--- src/rtl/gbt_rx_link_monitor_if.sv ---
// gbt_rx_link_monitor_if: clock/reset bundle for the frame clock domain
interface gbt_rx_link_monitor_if;
   logic clk;
   logic reset;
   modport sink (input clk, input reset);
endinterface

--- src/rtl/gbt_rx_link_monitor.sv ---
// gbt_rx_link_monitor: GBT RX sequence check, lock hysteresis, error count, payload forwarding
module gbt_rx_link_monitor #(
   parameter int DATA_W     = 80,
   parameter int SEQ_W      = 8,
   parameter int LOCK_CNT   = 16,
   parameter int UNLOCK_ERR = 4,
   parameter int ERRCNT_W   = 16
) (
   gbt_rx_link_monitor_if.sink         ClkRs_ix,
   input  logic                        RxReady_i,
   input  logic                        RxValid_i,
   input  logic [DATA_W-1:0]           RxData_ib,
   input  logic                        ClrErr_i,
   output logic [DATA_W-SEQ_W-1:0]     Data_ob,
   output logic                        DataValid_o,
   output logic                        LinkUp_o,
   output logic [1:0]                  State_ob,
   output logic                        SeqErr_o,
   output logic [ERRCNT_W-1:0]         ErrCnt_ob
);
   localparam int GW = $clog2(LOCK_CNT + 1);
   localparam int BW = $clog2(UNLOCK_ERR + 1);
   localparam logic [1:0] DOWN = 2'd0, ACQUIRE = 2'd1, LOCKED = 2'd2;
   logic [1:0] state_nx;
   logic [SEQ_W-1:0] seq, exp_seq;
   logic primed;
   logic [GW-1:0] good_cnt;
   logic [BW-1:0] bad_cnt;
   logic frame, hit, fwd, err_ev, lock_ev, unlock_ev;
   assign seq = RxData_ib[DATA_W-1 -: SEQ_W];
   assign frame = RxReady_i && RxValid_i && State_ob != DOWN;
   // the first frame after DOWN only primes exp_seq, so it can never be good
   assign hit = primed && seq == exp_seq;
   assign fwd = frame && State_ob == LOCKED && hit;
   assign err_ev = frame && State_ob == LOCKED && !hit;
   assign lock_ev = frame && State_ob == ACQUIRE && hit && good_cnt == GW'(LOCK_CNT - 1);
   assign unlock_ev = err_ev && bad_cnt == BW'(UNLOCK_ERR - 1);
   assign state_nx = !RxReady_i ? DOWN : State_ob == DOWN ? ACQUIRE :
                     lock_ev ? LOCKED : unlock_ev ? ACQUIRE : State_ob;
   always_ff @(posedge ClkRs_ix.clk) begin
      if (!ClkRs_ix.reset) begin
         State_ob    <= DOWN;
         LinkUp_o    <= 1'b0;
         DataValid_o <= 1'b0;
         SeqErr_o    <= 1'b0;
         Data_ob     <= '0;
         ErrCnt_ob   <= '0;
         exp_seq     <= '0;
         primed      <= 1'b0;
         good_cnt    <= '0;
         bad_cnt     <= '0;
      end else begin
         State_ob    <= state_nx;
         LinkUp_o    <= state_nx == LOCKED;
         DataValid_o <= fwd;
         SeqErr_o    <= err_ev;
         if (fwd) Data_ob <= RxData_ib[DATA_W-SEQ_W-1:0];
         ErrCnt_ob <= ClrErr_i ? ERRCNT_W'(err_ev) :
                      (err_ev && !(&ErrCnt_ob)) ? ErrCnt_ob + 1'b1 : ErrCnt_ob;
         if (!RxReady_i || State_ob == DOWN) begin
            exp_seq  <= '0;
            primed   <= 1'b0;
            good_cnt <= '0;
            bad_cnt  <= '0;
         end else if (frame) begin
            exp_seq  <= seq + 1'b1;
            primed   <= 1'b1;
            good_cnt <= (State_ob == ACQUIRE && hit && !lock_ev) ? good_cnt + 1'b1 : '0;
            bad_cnt  <= (State_ob == LOCKED && !hit && !unlock_ev) ? bad_cnt + 1'b1 : '0;
         end
      end
   end
endmodule

--- src/flat_wrapper.sv ---
// flat-port wrapper written by rule: the top's interface ports become plain ports
module gbt_rx_link_monitor_flat 
#(
   parameter int DATA_W     = 80,
   parameter int SEQ_W      = 8,
   parameter int LOCK_CNT   = 16,
   parameter int UNLOCK_ERR = 4,
   parameter int ERRCNT_W   = 16
)
  (RxReady_i, RxValid_i, RxData_ib, ClrErr_i, Data_ob, DataValid_o, LinkUp_o, State_ob, SeqErr_o, ErrCnt_ob, ClkRs_ix_clk, ClkRs_ix_reset);
  gbt_rx_link_monitor_if ClkRs_ix_i ();
  input  logic RxReady_i;
  input  logic RxValid_i;
  input  logic [DATA_W-1:0] RxData_ib;
  input  logic ClrErr_i;
  output logic [DATA_W-SEQ_W-1:0] Data_ob;
  output logic DataValid_o;
  output logic LinkUp_o;
  output logic [1:0] State_ob;
  output logic SeqErr_o;
  output logic [ERRCNT_W-1:0] ErrCnt_ob;
  input wire logic [$bits(ClkRs_ix_i.clk)-1:0] ClkRs_ix_clk;
  input wire logic [$bits(ClkRs_ix_i.reset)-1:0] ClkRs_ix_reset;
  assign ClkRs_ix_i.clk = ClkRs_ix_clk;
  assign ClkRs_ix_i.reset = ClkRs_ix_reset;
  gbt_rx_link_monitor #(.DATA_W(DATA_W), .SEQ_W(SEQ_W), .LOCK_CNT(LOCK_CNT), .UNLOCK_ERR(UNLOCK_ERR), .ERRCNT_W(ERRCNT_W)) u_core (.ClkRs_ix(ClkRs_ix_i), .RxReady_i(RxReady_i), .RxValid_i(RxValid_i), .RxData_ib(RxData_ib), .ClrErr_i(ClrErr_i), .Data_ob(Data_ob), .DataValid_o(DataValid_o), .LinkUp_o(LinkUp_o), .State_ob(State_ob), .SeqErr_o(SeqErr_o), .ErrCnt_ob(ErrCnt_ob));
endmodule
--- config.mk ---
export PLATFORM = sky130hd
export DESIGN_NAME = gbt_rx_link_monitor_flat
export DESIGN_NICKNAME = d
export VERILOG_FILES = /design/src/rtl/gbt_rx_link_monitor_if.sv /design/src/rtl/gbt_rx_link_monitor.sv /design/src/flat_wrapper.sv
export SDC_FILE = /design/constraint.sdc
export NUM_CORES = 1
export LEC_CHECK = 0
export ABC_AREA = 1
export ABC_CLOCK_PERIOD_IN_PS = 4250
export CAP_MARGIN = 30
export CORE_MARGIN = 2
export CORE_UTILIZATION = 25
export CTS_CLUSTER_SIZE = 8
export DETAILED_ROUTE_END_ITERATION = 8
export HOLD_SLACK_MARGIN = 0.08
export PLACE_DENSITY = 0.57
export RECOVER_POWER = 50
export REMOVE_ABC_BUFFERS = 1
export SLEW_MARGIN = 20
export SYNTH_ARGS = -nofsm -noshare
export SYNTH_HDL_FRONTEND = slang
export SYNTH_SLANG_ARGS = --single-unit
--- constraint.sdc ---
create_clock -name ClkRs_ix_clk -period 4.25 [get_ports ClkRs_ix_clk]
set_input_delay 1.0625 -clock ClkRs_ix_clk [delete_from_list [all_inputs] [get_ports ClkRs_ix_clk]]
set_output_delay 1.0625 -clock ClkRs_ix_clk [all_outputs]
set_load 0.02 [all_outputs]
# Word-level counts from Yosys, hierarchy flattened
# Cells that the tools add are included.
# word_totals
reg_bits,110
inputBits,85
# classes
addsub,4
n_eq_ne,6
n_mux,8
n_bitwise,1
n_reduce_logical,27
# op_table
operator,n
$add 16x1->16 const B,1
$reduce_and 16->1,1
$logic_and 1x1->1,15
$add 8x1->8 const B,1
$eq 8x8->1,1
$mux 2,4
$add 5x1->5 const B,1
$eq 5x4->1 const B,1
$logic_not 1->1,5
$mux 5,1
$eq 2x2->1 const B,2
$reduce_bool 2->1,2
$reduce_or 2->1,2
$add 3x1->3 const B,1
$eq 3x2->1 const B,1
$mux 3,1
$eq 2x1->1 const B,1
$logic_not 2->1,1
$mux 1,2
$logic_or 1x1->1,1
$not 1->1,1

# Longest topological paths before layout
# Gate-level depths: netlist of run 1.
# depth
depth_word,10
depth_mapped,13
depth_no_buf,12

# Least setup slack after synthesis of run 1
# No wires, ideal clock.
# synth_timing
path_kind,input port to flip-flop
startpoint,input RxReady_i
endpoint,register u_core.Data_ob[0]
t_arrival_ns,2.238
required_time_ns,4.169
path_slack_ns,1.931
path_stages,9
cell_sequence,inv_1 > nor2_2 > nand2_1 > nor3_4 > nand3_1 > buf_2 > buf_6 > buf_6 > a211oi_2
# synth_via
elab_chain_len,4
# synth_lines
element,line_no,rtl
"start, declared",flat_wrapper.sv:12,input logic RxReady_i;
$logic_and 1x1->1 (2 in series),gbt_rx_link_monitor.sv:31,assign frame = RxReady_i && RxValid_i && State_ob != DOWN;
$logic_and 1x1->1 (2 in series),gbt_rx_link_monitor.sv:34,assign fwd = frame && State_ob == LOCKED && hit;
"end signal, assigned",gbt_rx_link_monitor.sv:57,if (fwd) Data_ob <= RxData_ib[DATA_W-SEQ_W-1:0];
"end, declared",gbt_rx_link_monitor.sv:14,"output logic [DATA_W-SEQ_W-1:0] Data_ob,"
# No other way between the ends.
# A chain may end at the register's enable or synchronous reset.

# Final worst setup path of run 1
# layout_timing
startpoint,input RxReady_i
endpoint,register u_core.ErrCnt_ob[6]
# layout_via
elab_chain_len,5
# layout_lines
element,line_no,rtl
$logic_and 1x1->1 (2 in series),gbt_rx_link_monitor.sv:31,
$logic_and 1x1->1 (2 in series),gbt_rx_link_monitor.sv:35,assign err_ev = frame && State_ob == LOCKED && !hit;
$logic_and 1x1->1,gbt_rx_link_monitor.sv:59,(err_ev && !(&ErrCnt_ob)) ? ErrCnt_ob + 1'b1 : ErrCnt_ob;
"end signal, assigned",gbt_rx_link_monitor.sv:58,ErrCnt_ob <= ClrErr_i ? ERRCNT_W'(err_ev) :
"end, declared",gbt_rx_link_monitor.sv:19,output logic [ERRCNT_W-1:0] ErrCnt_ob
# No other way between the ends.

==> impl_metrics.toml, run 1 <==
[cells_and_area]
regArea_um2 = 2200
final_cell_mix = "inv_1 (117), nor2_1 (113), dfxtp_1 (110)"
multi_input_area_um2 = 2270
antennaDiodeCount = 0
syn_to_final_growth_pct = 45.7
layout.cells.non_filler = 1079
fill_cells = 2046
mostFrequentLayoutCell = "inv_1"
fin_area_um2 = 7410
fin_nets = 895
drive_gt1_frac = 0.0952

[logic_synthesis]
yosysUniqueCellTypes = 29
synth_area_leaders = "dfxtp_1 (43%), a211oi_2 (12%), inv_1 (8.7%)"
synth_warnings = 0
synth_ff_type = "dfxtp_1"
synth_top_area_share = 0.433
syn-cell-area_um2 = 5080
synth_edf_count = 0
ys_seq_area_frac = 0.433
synth_top_cell_by_area = "dfxtp_1"
ys_async_sr_fraction = 0
ys_seq_elements = 110
synth.avg_cell_area_um2 = 7.96
syn_inst = 639

[sta]
skew_ps = 12.5
relSlewSlack = 0.453
worst-slew-pin-transition_ps = 820
setup_viol_count_final = 0
period_needed_ps = 3480
setup_ws_ps = 770
rsz0062_at_grt = "false"
fmax_mhz = 287
fin_hold_ws_ps = 456
slew_violations = 0
finalCritPeriodShare = 0.819
hold_viol = 0

[clock_tree]
clk_pin_slew_ps = 90
cts_setup_buffers = 0
clk_latency_ps = 360
post_cts_resize_count = 0
ctsHoldBuffers = 0
cts_root_buf = "clkbuf_16"
cts_tree = "done"
clock-sinks = 110
htree_levels = 3
numCtsBuffers = 9
clockBufferDepth = 2

[floorplan]
dieHeight_um = 147
dieArea_um2 = 21500
chipWidth_um = 147
start_util = 0.253
pin_count = 178
fp.coreArea_um2 = 20100
rows = 52

[global_route]
grt_usage = 0.126
antenna_found_initial = 0
grt_max_degree = 82
grt_pass1_wl_um = 21700
grt_pass1_vias = 4324
overflow = 0

[placement]
placed_cell_area_um2 = 7110
portBuffers = 177
hpwl_um = 9240
dp_cells = 1063
finalWeightedCongestion = 0.842
dpl_worst_slack_ps = 777

[route]
vias = 4482
route.detailed.drc = 0
drt_first_pass_iters = 4
wl_um = 13100
post_drt_wl_per_cell_um = 12.2
ant_nets = 0
drt-initial-drc-count = 174
routed_via_density = 4.15

[setup_path]
reg2reg_to = "u_core.ErrCnt_ob[6]"
reg2reg_from = "u_core.State_ob[0]"
critPathKind = "in -> reg"
crit_start = "RxReady_i"
start_kind = "input port"
cp_top_family = "buffers and inverters"
end_kind = "register"
cp_common_cell = "nand2_1"
critical_path_buf_inv_count = 4
slowest_delay_ps = 650
r2r_setup_slack_ps = 1520
crit_arrival_ps = 3700
critPathMaxFanout = 18
reg2reg_depth = 9
slowest_stage = "clkbuf_1"
cp_cell_sequence = "dlygate4sd3_1 > inv_1 > nor2_1 > nand2_1 > nor3_4 > clkbuf_1 > nand3_1 > buf_4 > nand2_1 > a21oi_1"
cp.required_ps = 4470

[pwr]
powerDensity_nw_per_um2 = 276
p_leak_nw = 2.95
irDropWorstVdd_uv = 164

[job]
maxCapViolCount = 0

[min_path]
min-delay-start = "u_core.Data_ob[45]"
hp-class = "reg -> reg"
whs_endpoint = "u_core.Data_ob[45]"
min_path_cells = 2

[run_status]
status = "finished, final reports clean"
==> stage by stage <==
step                TNS (ps)  utilization  total power (W)
floorplan            -141360            -          0.00110
global placement           0        0.354          0.00120
detailed placement         0        0.354          0.00120
CTS                        0        0.369          0.00210
global route               0        0.368          0.00214
finish                     0        0.368          0.00205
==> cells in the mapped netlist, types with 2 or more instances <==
| library cell | count |
|---|---|
| inv_1 | 118 |
| nor2_1 | 112 |
| dfxtp_1 | 110 |
| nand2_1 | 77 |
| a211oi_2 | 49 |
| a21oi_1 | 29 |
| a211oi_1 | 23 |
| nand4_1 | 17 |
| clkbuf_1 | 16 |
| o21ai_0 | 16 |
| nand3_1 | 14 |
| xor2_1 | 14 |
| buf_2 | 7 |
| buf_6 | 6 |
| ha_1 | 6 |
| xnor2_1 | 6 |
| nor3_1 | 5 |
| buf_1 | 2 |
| o2111ai_1 | 2 |
==> how the worst max path moves through the flow <==
stage / to / slack [ps] / depth (start not counted)
floorplan: u_core.Data_ob[0] / -1960 / 7
finish: u_core.ErrCnt_ob[6] / 770 / 10
global route: u_core.ErrCnt_ob[14] / 540 / 10
detailed placement: u_core.Data_ob[13] / 780 / 9
global placement: u_core.Data_ob[58] / 840 / 9
CTS: u_core.Data_ob[13] / 1160 / 9
==> sequential cells by signal (all words and copies together), names as in the netlist <==
signal              cells
u_core.Data_ob         72
u_core.ErrCnt_ob       16
u_core.exp_seq          8
u_core.good_cnt         5
u_core.bad_cnt          3
u_core.State_ob         2
u_core.DataValid_o      1
u_core.LinkUp_o         1
u_core.SeqErr_o         1
u_core.primed           1
==> cell type report <==
type	instances	share of cell area
Clock buffer	9	0.0304
Clock inverter	7	0.0111
Inverter	119	0.0605
Multi-Input combinational cell	378	0.306
Sequential cell	110	0.297
Tap cell	270	0.0456
Timing Repair Buffer	186	0.249
==> layer usage <==
metal / part of all wire / track usage
met3: 0.094 / 0.0603
met4: 0.016 / 0.0408
met2: 0.45 / 0.203
met5: 0 / 0
met1: 0.44 / 0.146
==> kinds of logic after synthesis <==
kind of cell / synth area share
buf+inv: 0.123
flops: 0.433
compound gates: 0.206
fa+ha+maj: 0.0148
xor+xnor: 0.0344
simple gates: 0.188
==> power breakdown <==
group | internal (W) | switching, W | total (W) | leakage (nW)
sequential | 0.00103 | 0.00000231 | 0.00103 | 0.886
combinational | 0.0000804 | 0.0000555 | 0.000136 | 1.91
clock | 0.000425 | 0.000452 | 0.000877 | 0.153
total | 0.00154 | 0.000510 | 0.00205 | 2.95
==> worst reg2reg max path: cells and delay by family, from the launching register on <==
kind | cells | cell delay, ps
AND/OR/NAND/NOR | 6 | 1100
buffers and inverters | 2 | 950
flip-flops | 1 | 480
AO/OA/AOI/OAI | 1 | 60
Power figures use the tool's default switching activity.
==> inputs of run 2 (changes only) <==
--- a/config.mk
+++ b/config.mk
@@ -6,14 +6,14 @@
 export NUM_CORES = 1
 export LEC_CHECK = 0
 export ABC_AREA = 1
-export ABC_CLOCK_PERIOD_IN_PS = 4250
+export ABC_CLOCK_PERIOD_IN_PS = 3200
 export CAP_MARGIN = 30
 export CORE_MARGIN = 2
 export CORE_UTILIZATION = 25
 export CTS_CLUSTER_SIZE = 8
 export DETAILED_ROUTE_END_ITERATION = 8
 export HOLD_SLACK_MARGIN = 0.08
-export PLACE_DENSITY = 0.57
+export PLACE_DENSITY = 0.59
 export RECOVER_POWER = 50
 export REMOVE_ABC_BUFFERS = 1
 export SLEW_MARGIN = 20
==> constraint.sdc (replaced) <==
create_clock -name ClkRs_ix_clk -period 3.2 [get_ports ClkRs_ix_clk]
set_input_delay 0.8 -clock ClkRs_ix_clk [delete_from_list [all_inputs] [get_ports ClkRs_ix_clk]]
set_output_delay 0.8 -clock ClkRs_ix_clk [all_outputs]
set_load 0.02 [all_outputs]
==> impl_metrics.toml, run 2 (synthesis results as in run 1) <==
[floorplan]
start_util = 0.253
fp.coreArea_um2 = 20100
rows = 52
pin_count = 178
chipWidth_um = 147
dieHeight_um = 147
dieArea_um2 = 21500

[clock_tree]
cts_root_buf = "clkbuf_16"
numCtsBuffers = 9
clk_pin_slew_ps = 80
cts_tree = "done"
ctsHoldBuffers = 0
cts_setup_buffers = 0
post_cts_resize_count = 0
htree_levels = 3
clockBufferDepth = 2
clk_latency_ps = 360
clock-sinks = 110

[pwr]
p_leak_nw = 2.95
total_power_w = 0.00272
irDropWorstVdd_uv = 218
powerDensity_nw_per_um2 = 367

[cells_and_area]
largest_register_ffs = 72
syn_to_final_growth_pct = 45.9
final_util = 0.369
mostFrequentLayoutCell = "inv_1"
top_regs = "u_core.Data_ob: 72 flops, u_core.ErrCnt_ob: 16 flops, u_core.exp_seq: 8 flops"
antennaDiodeCount = 0
final_cell_mix = "inv_1 (117), nor2_1 (112), dfxtp_1 (110)"
fin_nets = 895
largest-register = "u_core.Data_ob"
drive_gt1_frac = 0.0952

[route]
drt_first_pass_iters = 4
vias = 4478
ant_nets = 0
drt-initial-drc-count = 173
wl_um = 13000
route.detailed.drc = 0
post_drt_wl_per_cell_um = 12.0
routed_via_density = 4.15

[setup_path]
critPathKind = "in -> reg"
slowest_delay_ps = 620
reg2reg_from = "u_core.State_ob[0]"
cp_cell_sequence = "dlygate4sd3_1 > inv_1 > nand2_1 > nand2_1 > nor2_1 > nand2_1 > nor2_1 > nand3_4 > buf_12 > nor2_1 > a211oi_2"
start_kind = "input port"
end_kind = "register"
worstSetupPathDepth = 11
cp_top_family = "simple AND/OR/NAND/NOR gates"
crit_start = "RxData_ib[75]"
slowest_stage = "dlygate4sd3_1"
cp.required_ps = 3420
crit_arrival_ps = 2890
critPathMaxFanout = 145
reg2reg_depth = 9
critical_path_buf_inv_count = 3

[min_path]
min-delay-start = "u_core.Data_ob[38]"
hp-class = "reg -> reg"
min_path_cells = 2

[placement]
portBuffers = 177
hpwl_um = 9000
finalWeightedCongestion = 0.859

[sta]
finalCritPeriodShare = 0.837
worst-slew-pin-transition_ps = 794
setup_viol_count_final = 0
slew_violations = 0
skew_ps = 8.43
rsz0062_at_grt = "false"
setup_tns_ps = 0
hold_viol = 0
relSlewSlack = 0.471
fmax_mhz = 373
period_needed_ps = 2680

[run_status]
status = "finished, final reports clean"

[global_route]
grt_pass1_wl_um = 21400
overflow = 0
grt_pass1_vias = 4329
grt_max_degree = 146
antenna_found_initial = 0
grt_usage = 0.122

[job]
maxCapViolCount = 0
==> run 2: path summary, 6_finish.rpt <==
path / to / slack (ps)
max: u_core.Data_ob[6] / 520
min: u_core.Data_ob[38] / 450
max reg2reg: u_core.good_cnt[3] / 1050
min reg2reg: u_core.Data_ob[38] / 450
==> run 2: worst reg2reg max path, delay by kind of cell (launching register included) <==
kind	cells	cell delay [ps]
xor+xnor	1	150
buf+inv	3	980
flops	1	380
simple gates	5	590
==> run 2: per-stage QoR <==
| stage | hold WS, ps | setup WS [ps] | area (um^2) | cells |
|---|---|---|---|---|
| after floorplan | 444 | -2750 | 4910 | 607 |
| after global placement | 443 | 314 | 7120 | 1063 |
| after detailed placement | 447 | 288 | 7120 | 1063 |
| after CTS | 463 | 627 | 7430 | 1079 |
| after global routing | 478 | 334 | 7420 | 1079 |
| final | 455 | 522 | 7420 | 1079 |
==> run 2: layout make-up <==
type | count | area (um^2)
clock inverter | 6 | 76.3
clock buffer | 10 | 229
inverter | 119 | 448
timing repair buffer | 186 | 1860
multi-input combinational | 378 | 2270
fill | 2075 | 12700
tap | 270 | 338
sequential | 110 | 2200
==> run 2: metal layers <==
layer | routed length, um | GRT usage | up-vias | share of wire
met3 | 1010 | 0.0441 | 13 | 0.078
met1 | 5900 | 0.153 | 1962 | 0.45
met5 | 0 | 0 | - | 0
li1 | - | - | 2386 | -
met4 | 218 | 0.0481 | 0 | 0.017
met2 | 5870 | 0.192 | 117 | 0.45
==> run 2: power breakdown <==
group,internal (W),switching (W)
Clock,0.000622,0.000544
Combinational,0.000108,0.0000752
Sequential,0.00137,0.00000289
Total,0.00210,0.000622
==> inputs of run 3 (changes only) <==
--- a/config.mk
+++ b/config.mk
@@ -6,14 +6,14 @@
 export NUM_CORES = 1
 export LEC_CHECK = 0
 export ABC_AREA = 1
-export ABC_CLOCK_PERIOD_IN_PS = 3200
+export ABC_CLOCK_PERIOD_IN_PS = 2500
 export CAP_MARGIN = 30
 export CORE_MARGIN = 2
 export CORE_UTILIZATION = 25
 export CTS_CLUSTER_SIZE = 8
 export DETAILED_ROUTE_END_ITERATION = 8
 export HOLD_SLACK_MARGIN = 0.08
-export PLACE_DENSITY = 0.59
+export PLACE_DENSITY = 0.57
 export RECOVER_POWER = 50
 export REMOVE_ABC_BUFFERS = 1
 export SLEW_MARGIN = 20
==> constraint.sdc (replaced) <==
create_clock -name ClkRs_ix_clk -period 2.5 [get_ports ClkRs_ix_clk]
set_input_delay 0.625 -clock ClkRs_ix_clk [delete_from_list [all_inputs] [get_ports ClkRs_ix_clk]]
set_output_delay 0.625 -clock ClkRs_ix_clk [all_outputs]
set_load 0.02 [all_outputs]
==> impl_metrics.toml, run 3 (synthesis results as in run 1) <==
[setup_path]
reg2reg_depth = 9
end_kind = "register"
slowest_stage = "dlygate4sd3_1"
critPathMaxFanout = 64
cp.required_ps = 2770
critPathKind = "in -> reg"
crit_start = "RxData_ib[72]"
reg2reg_from = "u_core.State_ob[0]"
start_kind = "input port"
r2r_setup_slack_ps = 640
cp_common_cell = "nand2_1"
cp_cell_sequence = "dlygate4sd3_1 > clkbuf_4 > nand2_1 > nand2_1 > nor3b_1 > buf_4 > nand3_4 > buf_12 > a211oi_1"
crit_arrival_ps = 2490
slowest_delay_ps = 560

[placement]
placed_cell_area_um2 = 7290
hpwl_um = 9650
finalWeightedCongestion = 0.814
portBuffers = 177

[cells_and_area]
top_regs = "u_core.Data_ob: 72 flops, u_core.ErrCnt_ob: 16 flops, u_core.exp_seq: 8 flops"
final_cell_mix = "inv_1 (117), nor2_1 (113), dfxtp_1 (110)"
antennaDiodeCount = 0
drive_gt1_frac = 0.118
multi_input_area_um2 = 2270
mostFrequentLayoutCell = "inv_1"
fill_cells = 2042
largest-register = "u_core.Data_ob"
largest_register_ffs = 72
fin_nets = 916
syn_to_final_growth_pct = 49.0
fin_area_um2 = 7580
regArea_um2 = 2200

[route]
post_drt_wl_per_cell_um = 12.1
drt-initial-drc-count = 195
vias = 4594
wl_um = 13300
route.detailed.drc = 0
routed_via_density = 4.18
ant_nets = 0
drt_first_pass_iters = 4

[clock_tree]
cts_root_buf = "clkbuf_16"
clk_pin_slew_ps = 80
htree_levels = 3
post_cts_resize_count = 0
clockBufferDepth = 2
cts_setup_buffers = 0
clock-sinks = 110
ctsHoldBuffers = 0
clk_latency_ps = 360
cts_tree = "done"
numCtsBuffers = 9

[sta]
fmax_mhz = 450
setup_viol_count_final = 0
period_needed_ps = 2220
setup_tns_ps = 0
hold_viol = 0
relSlewSlack = 0.670
finalCritPeriodShare = 0.890
skew_ps = 14.2
slew_violations = 0
worst-slew-pin-transition_ps = 495
rsz0062_at_grt = "false"

[pwr]
p_leak_nw = 3.04
irDropWorstVdd_uv = 261
powerDensity_nw_per_um2 = 455
total_power_w = 0.00345

[global_route]
overflow = 0
antenna_found_initial = 0
grt_usage = 0.127
grt_max_degree = 65
grt_pass1_wl_um = 21900
grt_pass1_vias = 4516

[floorplan]
fp.coreArea_um2 = 20100
dieHeight_um = 147
rows = 52
chipWidth_um = 147
start_util = 0.253
pin_count = 178
dieArea_um2 = 21500

[job]
maxCapViolCount = 0

[run_status]
status = "finished, final reports clean"

[min_path]
hp-class = "reg -> reg"
min_path_cells = 2
min-delay-start = "u_core.Data_ob[44]"
run 3: cell types whose count changed in the layout (fill, tap and decap cells not counted), moves of 2 or more:
cell      change
buf_4        +16
clkbuf_4      +4
clkinv_4      -2
inv_6         +2
run 3: final cells by class:
type,count,share of cell area
multi-input cells,378,0.299
flip-flops and latches,110,0.291
repair buffers,207,0.267
inverters,119,0.0591
well taps,270,0.0446
clock buffers,9,0.0297
clock inverters,7,0.00925
run 3: layer usage:
metal	share of wire	GRT usage	vias up
li1	-	-	2420
met1	0.45	0.153	2038
met2	0.45	0.204	124
met3	0.086	0.0500	12
met4	0.016	0.0481	0
met5	0	0	-
run 3: critical path: cells and delay by family:
family | cells | cell delay (ps)
buffers and inverters | 4 | 1130
AND/OR/NAND/NOR | 4 | 470
AO/OA/AOI/OAI | 1 | 250
run 3: path summary, 6_finish.rpt:
kind	to
setup / recovery	u_core.Data_ob[49]
hold reg to reg	u_core.Data_ob[44]
hold / removal	u_core.Data_ob[44]
setup reg to reg	u_core.ErrCnt_ob[6]
run 3: per-stage QoR:
| step | utilization | hold slack, ps | setup slack, ps | cells |
|---|---|---|---|---|
| finish | 0.377 | 457 | 276 | 1100 |
| global route | 0.377 | 475 | 52.0 | 1100 |
| CTS | 0.377 | 463 | 338 | 1100 |
| detailed placement | 0.363 | 447 | -36.8 | 1084 |
| global placement | 0.363 | 443 | -15.9 | 1084 |
| floorplan | - | 444 | -3280 | 607 |
run 3: power by group:
part	internal (W)	switching [W]
clock	0.000708	0.000735
combinational	0.000151	0.0000976
sequential	0.00175	0.00000393
total	0.00261	0.000836
